**config.mk**
```make
export PLATFORM = sky130hd
export DESIGN_NAME = health_supervisor
export DESIGN_NICKNAME = d
export VERILOG_FILES = /design/src/rtl/health_supervisor.sv
export SDC_FILE = /design/constraint.sdc
export NUM_CORES = 1
export LEC_CHECK = 0
export BUFFER_PORTS_ARGS = -buffer_cell sky130_fd_sc_hd__buf_2
export CAP_MARGIN = 0
export CELL_PAD_IN_SITES_DETAIL_PLACEMENT = 1
export CELL_PAD_IN_SITES_GLOBAL_PLACEMENT = 1
export CORE_MARGIN = 2
export CORE_UTILIZATION = 43
export DETAILED_ROUTE_END_ITERATION = 10
export PLACE_DENSITY_LB_ADDON = 0.1
export SKIP_LAST_GASP = 1
export SLEW_MARGIN = 40
export SYNTH_ARGS = -nofsm -noshare
export SYNTH_HDL_FRONTEND = slang
export SYNTH_SLANG_ARGS = --single-unit
```
**constraint.sdc**
```tcl
create_clock -name i_clk -period 3.8 [get_ports i_clk]
set_input_delay 0.19 -clock i_clk [delete_from_list [all_inputs] [get_ports i_clk]]
set_output_delay 0.19 -clock i_clk [all_outputs]
set_load 0.02 [all_outputs]
```
**src/rtl/health_supervisor.sv**
```systemverilog
// Output-gain supervisor: mutes on monitor fault, holds, re-arms the monitor, ramps back to unity.
// Latency: every output is registered, so a gain step appears one cycle after its sample_valid strobe.
// Backpressure: none; i_enable low freezes state/gain/counters. Macro HEALTH_LOCKOUT_EN adds the LOCKED state.
module health_supervisor #(
    parameter int data_width      = 16,
    parameter int ramp_step       = 256,
    parameter int holdoff_samples = 4800,
    parameter int max_faults      = 4
) (
    input  logic                  i_clk,
    input  logic                  i_reset,
    input  logic                  i_enable,
    input  logic                  i_sample_valid,
    input  logic                  i_health,
    input  logic                  i_peak_detect,
    input  logic                  i_envl_detect,
    input  logic                  i_rearm,
    output logic                  o_monitor_reset,
    output logic [data_width-1:0] o_gain,
    output logic                  o_muted,
    output logic [7:0]            o_fault_count,
    output logic [1:0]            o_fault_cause,
    output logic                  o_lockout
);
    localparam int GW = data_width + 1;
    localparam int HW = (holdoff_samples > 1) ? $clog2(holdoff_samples) : 1;
    localparam logic [data_width-1:0] UNITY     = {1'b1, {(data_width-1){1'b0}}};
    localparam logic [GW-1:0]         UNITY_X   = {1'b0, UNITY};
    localparam logic [GW-1:0]         STEP      = GW'(ramp_step);
    localparam logic [HW-1:0]         HOLD_LAST = HW'(holdoff_samples - 1);

`ifdef HEALTH_LOCKOUT_EN
    localparam logic [7:0] FAULT_LIMIT = 8'(max_faults);
    typedef enum logic [2:0] {S_RUN, S_MUTE, S_HOLD, S_REARM, S_RAMP, S_LOCKED} state_t;
`else
    localparam int unused_max_faults = max_faults;
    typedef enum logic [2:0] {S_RUN, S_MUTE, S_HOLD, S_REARM, S_RAMP} state_t;
`endif

    state_t                r_state, w_state;
    logic [data_width-1:0] r_gain, w_gain;
    logic                  r_muted, w_muted;
    logic                  r_monitor_reset, w_monitor_reset;
    logic                  r_mr_cnt, w_mr_cnt;
    logic [7:0]            r_fault_count, w_fault_count;
    logic [1:0]            r_fault_cause, w_fault_cause;
    logic                  r_lockout, w_lockout;
    logic [HW-1:0]         r_hold_cnt, w_hold_cnt;

    logic [GW-1:0]         w_gain_ext, w_diff, w_sum;
    logic [data_width-1:0] w_gain_dec, w_gain_inc;
    logic [7:0]            w_fault_inc;
    logic                  w_mr_set, w_mr_last;

    // Extra headroom bit turns underflow into a sign bit and keeps the sum from wrapping.
    assign w_gain_ext  = {1'b0, r_gain};
    assign w_diff      = w_gain_ext - STEP;
    assign w_sum       = w_gain_ext + STEP;
    assign w_gain_dec  = w_diff[data_width] ? '0 : w_diff[data_width-1:0];
    assign w_gain_inc  = (w_sum >= UNITY_X) ? UNITY : w_sum[data_width-1:0];
    assign w_fault_inc = (r_fault_count == 8'hFF) ? r_fault_count : r_fault_count + 8'd1;
    assign w_mr_last   = r_monitor_reset && r_mr_cnt;

    always_ff @(posedge i_clk) begin
        if (i_reset) begin
            r_state <= S_RUN;
        end else begin
            r_state <= w_state;
        end
    end

    always_comb begin
        w_state       = r_state;
        w_gain        = r_gain;
        w_hold_cnt    = r_hold_cnt;
        w_fault_count = r_fault_count;
        w_fault_cause = r_fault_cause;
        w_mr_set      = 1'b0;

        if (i_enable) begin
            unique case (r_state)
                S_RUN: begin
                    w_gain = UNITY;
                    if (i_rearm) begin
                        w_fault_count = 8'd0;
                        w_fault_cause = 2'b00;
                    end
                    if (!i_health) begin
                        w_state       = S_MUTE;
                        w_fault_cause = {i_envl_detect, i_peak_detect};
                        w_fault_count = i_rearm ? 8'd1 : w_fault_inc;
                    end
                end
                S_MUTE: begin
                    if (r_gain == '0) begin
                        w_state    = S_HOLD;
                        w_hold_cnt = '0;
                    end else if (i_sample_valid) begin
                        w_gain = w_gain_dec;
                        if (w_gain_dec == '0) begin
                            w_state    = S_HOLD;
                            w_hold_cnt = '0;
                        end
                    end
                end
                S_HOLD: begin
                    w_gain = '0;
                    if (i_sample_valid) begin
                        if (r_hold_cnt == HOLD_LAST) begin
                            w_state    = S_REARM;
                            w_hold_cnt = '0;
                            w_mr_set   = 1'b1;
                        end else begin
                            w_hold_cnt = r_hold_cnt + HW'(1);
                        end
                    end
                end
                S_REARM: begin
                    // Leave on the pulse's last cycle, or later if enable dropped while it finished.
                    if (w_mr_last || !r_monitor_reset) begin
`ifdef HEALTH_LOCKOUT_EN
                        w_state = (r_fault_count >= FAULT_LIMIT) ? S_LOCKED : S_RAMP;
`else
                        w_state = S_RAMP;
`endif
                    end
                end
                S_RAMP: begin
                    if (!i_health) begin
                        w_state       = S_MUTE;
                        w_fault_cause = {i_envl_detect, i_peak_detect};
                        w_fault_count = w_fault_inc;
                    end else if (i_sample_valid) begin
                        w_gain = w_gain_inc;
                        if (w_gain_inc == UNITY) begin
                            w_state = S_RUN;
                        end
                    end
                end
`ifdef HEALTH_LOCKOUT_EN
                S_LOCKED: begin
                    w_gain = '0;
                    if (i_rearm) begin
                        w_state       = S_REARM;
                        w_fault_count = 8'd0;
                        w_mr_set      = 1'b1;
                    end
                end
`endif
                default: begin
                    w_state = S_RUN;
                end
            endcase
        end

        // The monitor-reset pulse always runs to completion, even with enable low.
        w_monitor_reset = r_monitor_reset;
        w_mr_cnt        = r_mr_cnt;
        if (w_mr_set) begin
            w_monitor_reset = 1'b1;
            w_mr_cnt        = 1'b0;
        end else if (r_monitor_reset) begin
            if (r_mr_cnt) begin
                w_monitor_reset = 1'b0;
                w_mr_cnt        = 1'b0;
            end else begin
                w_mr_cnt = 1'b1;
            end
        end

        w_muted = (w_gain == '0);
`ifdef HEALTH_LOCKOUT_EN
        w_lockout = (w_state == S_LOCKED);
`else
        w_lockout = 1'b0;
`endif
    end

    always_ff @(posedge i_clk) begin
        if (i_reset) begin
            r_gain          <= UNITY;
            r_muted         <= 1'b0;
            r_monitor_reset <= 1'b1;
            r_mr_cnt        <= 1'b1;
            r_fault_count   <= 8'd0;
            r_fault_cause   <= 2'b00;
            r_lockout       <= 1'b0;
            r_hold_cnt      <= '0;
        end else begin
            r_gain          <= w_gain;
            r_muted         <= w_muted;
            r_monitor_reset <= w_monitor_reset;
            r_mr_cnt        <= w_mr_cnt;
            r_fault_count   <= w_fault_count;
            r_fault_cause   <= w_fault_cause;
            r_lockout       <= w_lockout;
            r_hold_cnt      <= w_hold_cnt;
        end
    end

    assign o_monitor_reset = r_monitor_reset;
    assign o_gain          = r_gain;
    assign o_muted         = r_muted;
    assign o_fault_count   = r_fault_count;
    assign o_fault_cause   = r_fault_cause;
    assign o_lockout       = r_lockout;

endmodule

```
==> flow_metrics.py <==
metrics = {
    "outcome": {
        "outcome": "finished, final reports clean",
    },
    "floorplanning": {
        "core_area_um2": 6350,
        "rows": 29,
        "start_util": 0.443,
        "fp.dieArea_um2": 7200,
        "die_y_um": 84.9,
        "ios": 37,
        "die_w_um": 84.9,
    },
    "global_routing": {
        "grt_pass1_wl_um": 13200,
        "grt_overflow": 0,
        "grt_max_degree": 33,
        "track_usage": 0.226,
        "antenna_found_initial": 0,
        "first_global_vias": 2652,
    },
    "sta": {
        "whs_ns": 0.138,
        "clock_skew_ns": 0.00712,
        "finalCritPeriodShare": 0.801,
        "fin_crit_ns": 3.05,
        "drv_slew": 0,
        "max_freq_mhz": 328,
        "worstMarginPinSlew_ns": 0.750,
        "finalSetupViolCount": 0,
        "hold_violations": 0,
        "setup_tns_ns": 0,
        "rsz0062_at_grt": "no",
        "max_slew_margin": 0.495,
    },
    "final_layout": {
        "nNetsFinal": 394,
        "layout.area.seq_um2": 901,
        "drive_gt1_frac": 0.144,
        "multiInputGateArea_um2": 1780,
        "fill_cells": 830,
        "num_antenna_cells": 0,
        "syn_to_final_growth_pct": 9.39,
        "stdcell_count": 458,
    },
    "setup_path": {
        "path_max_fanout": 19,
        "critPathRequiredTime_ns": 4.04,
        "cp.arrival_ns": 3.28,
        "worstSetupPathType": "reg2reg",
        "rrSetupSlack_ns": 0.75,
        "cp-start-kind": "flop",
        "rr_startpoint": "o_gain[8]$_SDFF_PP0_",
        "cp-end-kind": "flop",
        "rr_worst_depth": 8,
        "rr_endpoint": "r_hold_cnt[12]$_SDFFE_PP0P_",
    },
    "drt": {
        "drc": 0,
        "ant_nets": 0,
        "wl_per_cell_um": 17.5,
        "vias": 2761,
        "drtPass1Iterations": 4,
        "viasPerCell": 6.03,
        "drt-total-wl_um": 7990,
        "drtIter0Drc": 138,
    },
    "synth": {
        "yosys.area_share.simple": 0.346,
        "ys_seq_elements": 45,
        "synth-main-ff-cell": "dfxtp_1",
        "synthArstFlopShare": 0,
        "synth.area.mux_share": 0.0254,
        "synth_xor_area_frac": 0.00623,
        "yosys_warnings": 0,
        "synth_edf_count": 0,
        "yosysSeqAreaShare": 0.320,
        "synth_area_um2": 2810,
        "synth_cell_types": 64,
        "synth_compound_area_frac": 0.227,
        "synth_top_family_by_area": "simple AND/OR/NAND/NOR gates",
        "synthesis.nets": 372,
        "syn_area_per_cell_um2": 7.83,
        "synthCells": 359,
        "synthAdderAreaFrac": 0.0258,
    },
    "power": {
        "p_leak_uw": 0.00120,
        "cellPowerDensity_nw_per_um2": 400,
        "vdd_ir_drop_max_mv": 0.163,
        "finalPower_uw": 1230,
    },
    "clocking": {
        "post-cts-setup-buffers": 0,
        "cts_made_buffers": 5,
        "cts_tree": "done",
        "cts_hold_buf": 0,
        "cts-root-buf": "clkbuf_8",
        "clk_path_buf_depth": 2,
        "cts_sinks": 45,
        "cts_resized": 0,
        "cts-htree-levels": 2,
        "clkLatencyLatePin_ns": 0.30,
        "clkSlewWorstSetupHoldPaths_ns": 0.09,
    },
    "job": {
        "max_cap_viol_count": 0,
    },
    "worst_hold_path": {
        "hold_class": "in2reg",
        "min_from": "i_envl_detect",
        "worstHoldEndpoint": "o_fault_cause[1]$_SDFFE_PP0P_",
        "hold_depth": 3,
    },
    "placed_design": {
        "placed_cells": 451,
        "hpwl_um": 5760,
        "routabilityCongestion": 0.902,
        "io_buffers": 35,
    },
}
-- worst max-delay path, stage by stage, from the launching register on --
cell     delay [ns]
dfxtp_1        0.44
inv_1          0.20
ha_1           0.31
nor3b_2        0.31
nand4_1        0.27
a31o_2         0.38
a21o_1         0.36
or4_1          0.57
a21oi_1        0.14
-- cells by family (layout without fill, tap and decap cells) --
family | count (synthesis) | count (layout)
fa+ha+maj | 6 | 6
other cells | 1 | 1
mux | 7 | 7
xor+xnor | 2 | 2
simple gates | 175 | 175
flops | 45 | 45
compound gates | 91 | 91
buf+inv | 32 | 54
-- synth_stat cells (all sizes together) (2+ instances only) --
cell | count | area [µm²]
inv | 12 | 45.0
or3 | 7 | 43.8
nor2 | 40 | 150
a211oi | 6 | 45.0
o22ai | 2 | 12.5
o32ai | 2 | 17.5
nor3 | 12 | 60.1
a311oi | 3 | 43.8
nand2 | 31 | 116
or4 | 8 | 63.8
and3 | 7 | 43.8
o21a | 3 | 22.5
a21oi | 24 | 120
a31oi | 5 | 31.3
nand3b | 5 | 37.5
or3b | 4 | 35.0
a311o | 3 | 30.0
o21bai | 2 | 15.0
and2 | 11 | 68.8
o31ai | 7 | 57.6
xnor2 | 2 | 17.5
dfxtp | 45 | 901
mux2i | 6 | 60.1
nand2b | 3 | 26.3
o211ai | 3 | 27.5
nor4 | 7 | 65.1
o31a | 2 | 17.5
buf | 7 | 40.0
nor3b | 5 | 47.5
clkbuf | 13 | 48.8
nand4 | 7 | 43.8
ha | 5 | 62.6
or2 | 3 | 18.8
nand3 | 13 | 65.1
o21ai | 14 | 70.1
a21o | 4 | 30.0
a22oi | 3 | 22.5
nor2b | 8 | 50.1
-- through the flow --
stage / setup slack (ns) / area [µm²] / util
CTS: 0.763 / 3080 / 0.485
finish: 0.755 / 3080 / 0.485
detailed placement: 0.791 / 3000 / 0.472
global placement: 0.939 / 3000 / 0.472
global route: 0.529 / 3080 / 0.485
floorplan: 1.01 / 2810 / -
-- area by class of cell --
class / count / area share
clock inverters: 1 / 0.00285
repair buffers: 35 / 0.0569
flip-flops and latches: 45 / 0.293
well taps: 77 / 0.0313
clock buffers: 6 / 0.0236
multi-input cells: 282 / 0.578
inverters: 12 / 0.0146
-- layer usage --
layer | track usage | routed length [µm] | vias to the layer above
li1 | - | - | 1362
met1 | 0.318 | 3800 | 1335
met2 | 0.362 | 3710 | 57
met3 | 0.0389 | 391 | 7
met4 | 0.0563 | 84 | 0
met5 | 0 | 0 | -
-- cells in the final DEF (no fill, tap or decap), types with 8 or more instances in the layout --
cell	count
dfxtp_1	45
nor2_1	40
buf_2	35
nand2_1	31
a21oi_1	24
o21ai_0	14
nand3_1	13
inv_1	12
nor3_1	12
and2_1	11
nor2b_1	8
-- where the power goes --
group          leakage (µW)  internal, µW  switching (µW)
Combinational      0.000795           146             234
Clock             0.0000412           128             171
Sequential         0.000364           496            54.3
Total               0.00120           770             460
-- registers in the layout (all words and copies together) (netlist names) --
register,count
o_gain,16
o_fault_count,8
o_monitor_reset,1
o_muted,1
r_mr_cnt,1
r_state,3
o_fault_cause,2
r_hold_cnt,13
-- worst max-delay path by stage --
stage                                     from                          end  slack [ns]  cells past startpoint
after floorplan           o_gain[8]$_SDFF_PP0_  r_hold_cnt[12]$_SDFFE_PP0P_        1.01                     11
after global placement    o_gain[8]$_SDFF_PP0_   r_hold_cnt[7]$_SDFFE_PP0P_        0.94                      8
after detailed placement  o_gain[8]$_SDFF_PP0_   r_hold_cnt[9]$_SDFFE_PP0P_        0.79                      8
after CTS                 o_gain[8]$_SDFF_PP0_   r_hold_cnt[9]$_SDFFE_PP0P_        0.76                      9
after global routing      o_gain[8]$_SDFF_PP0_   r_hold_cnt[7]$_SDFFE_PP0P_        0.53                      9
final                     o_gain[8]$_SDFF_PP0_  r_hold_cnt[12]$_SDFFE_PP0P_        0.75                      8
Power figures use the tool's default switching activity.
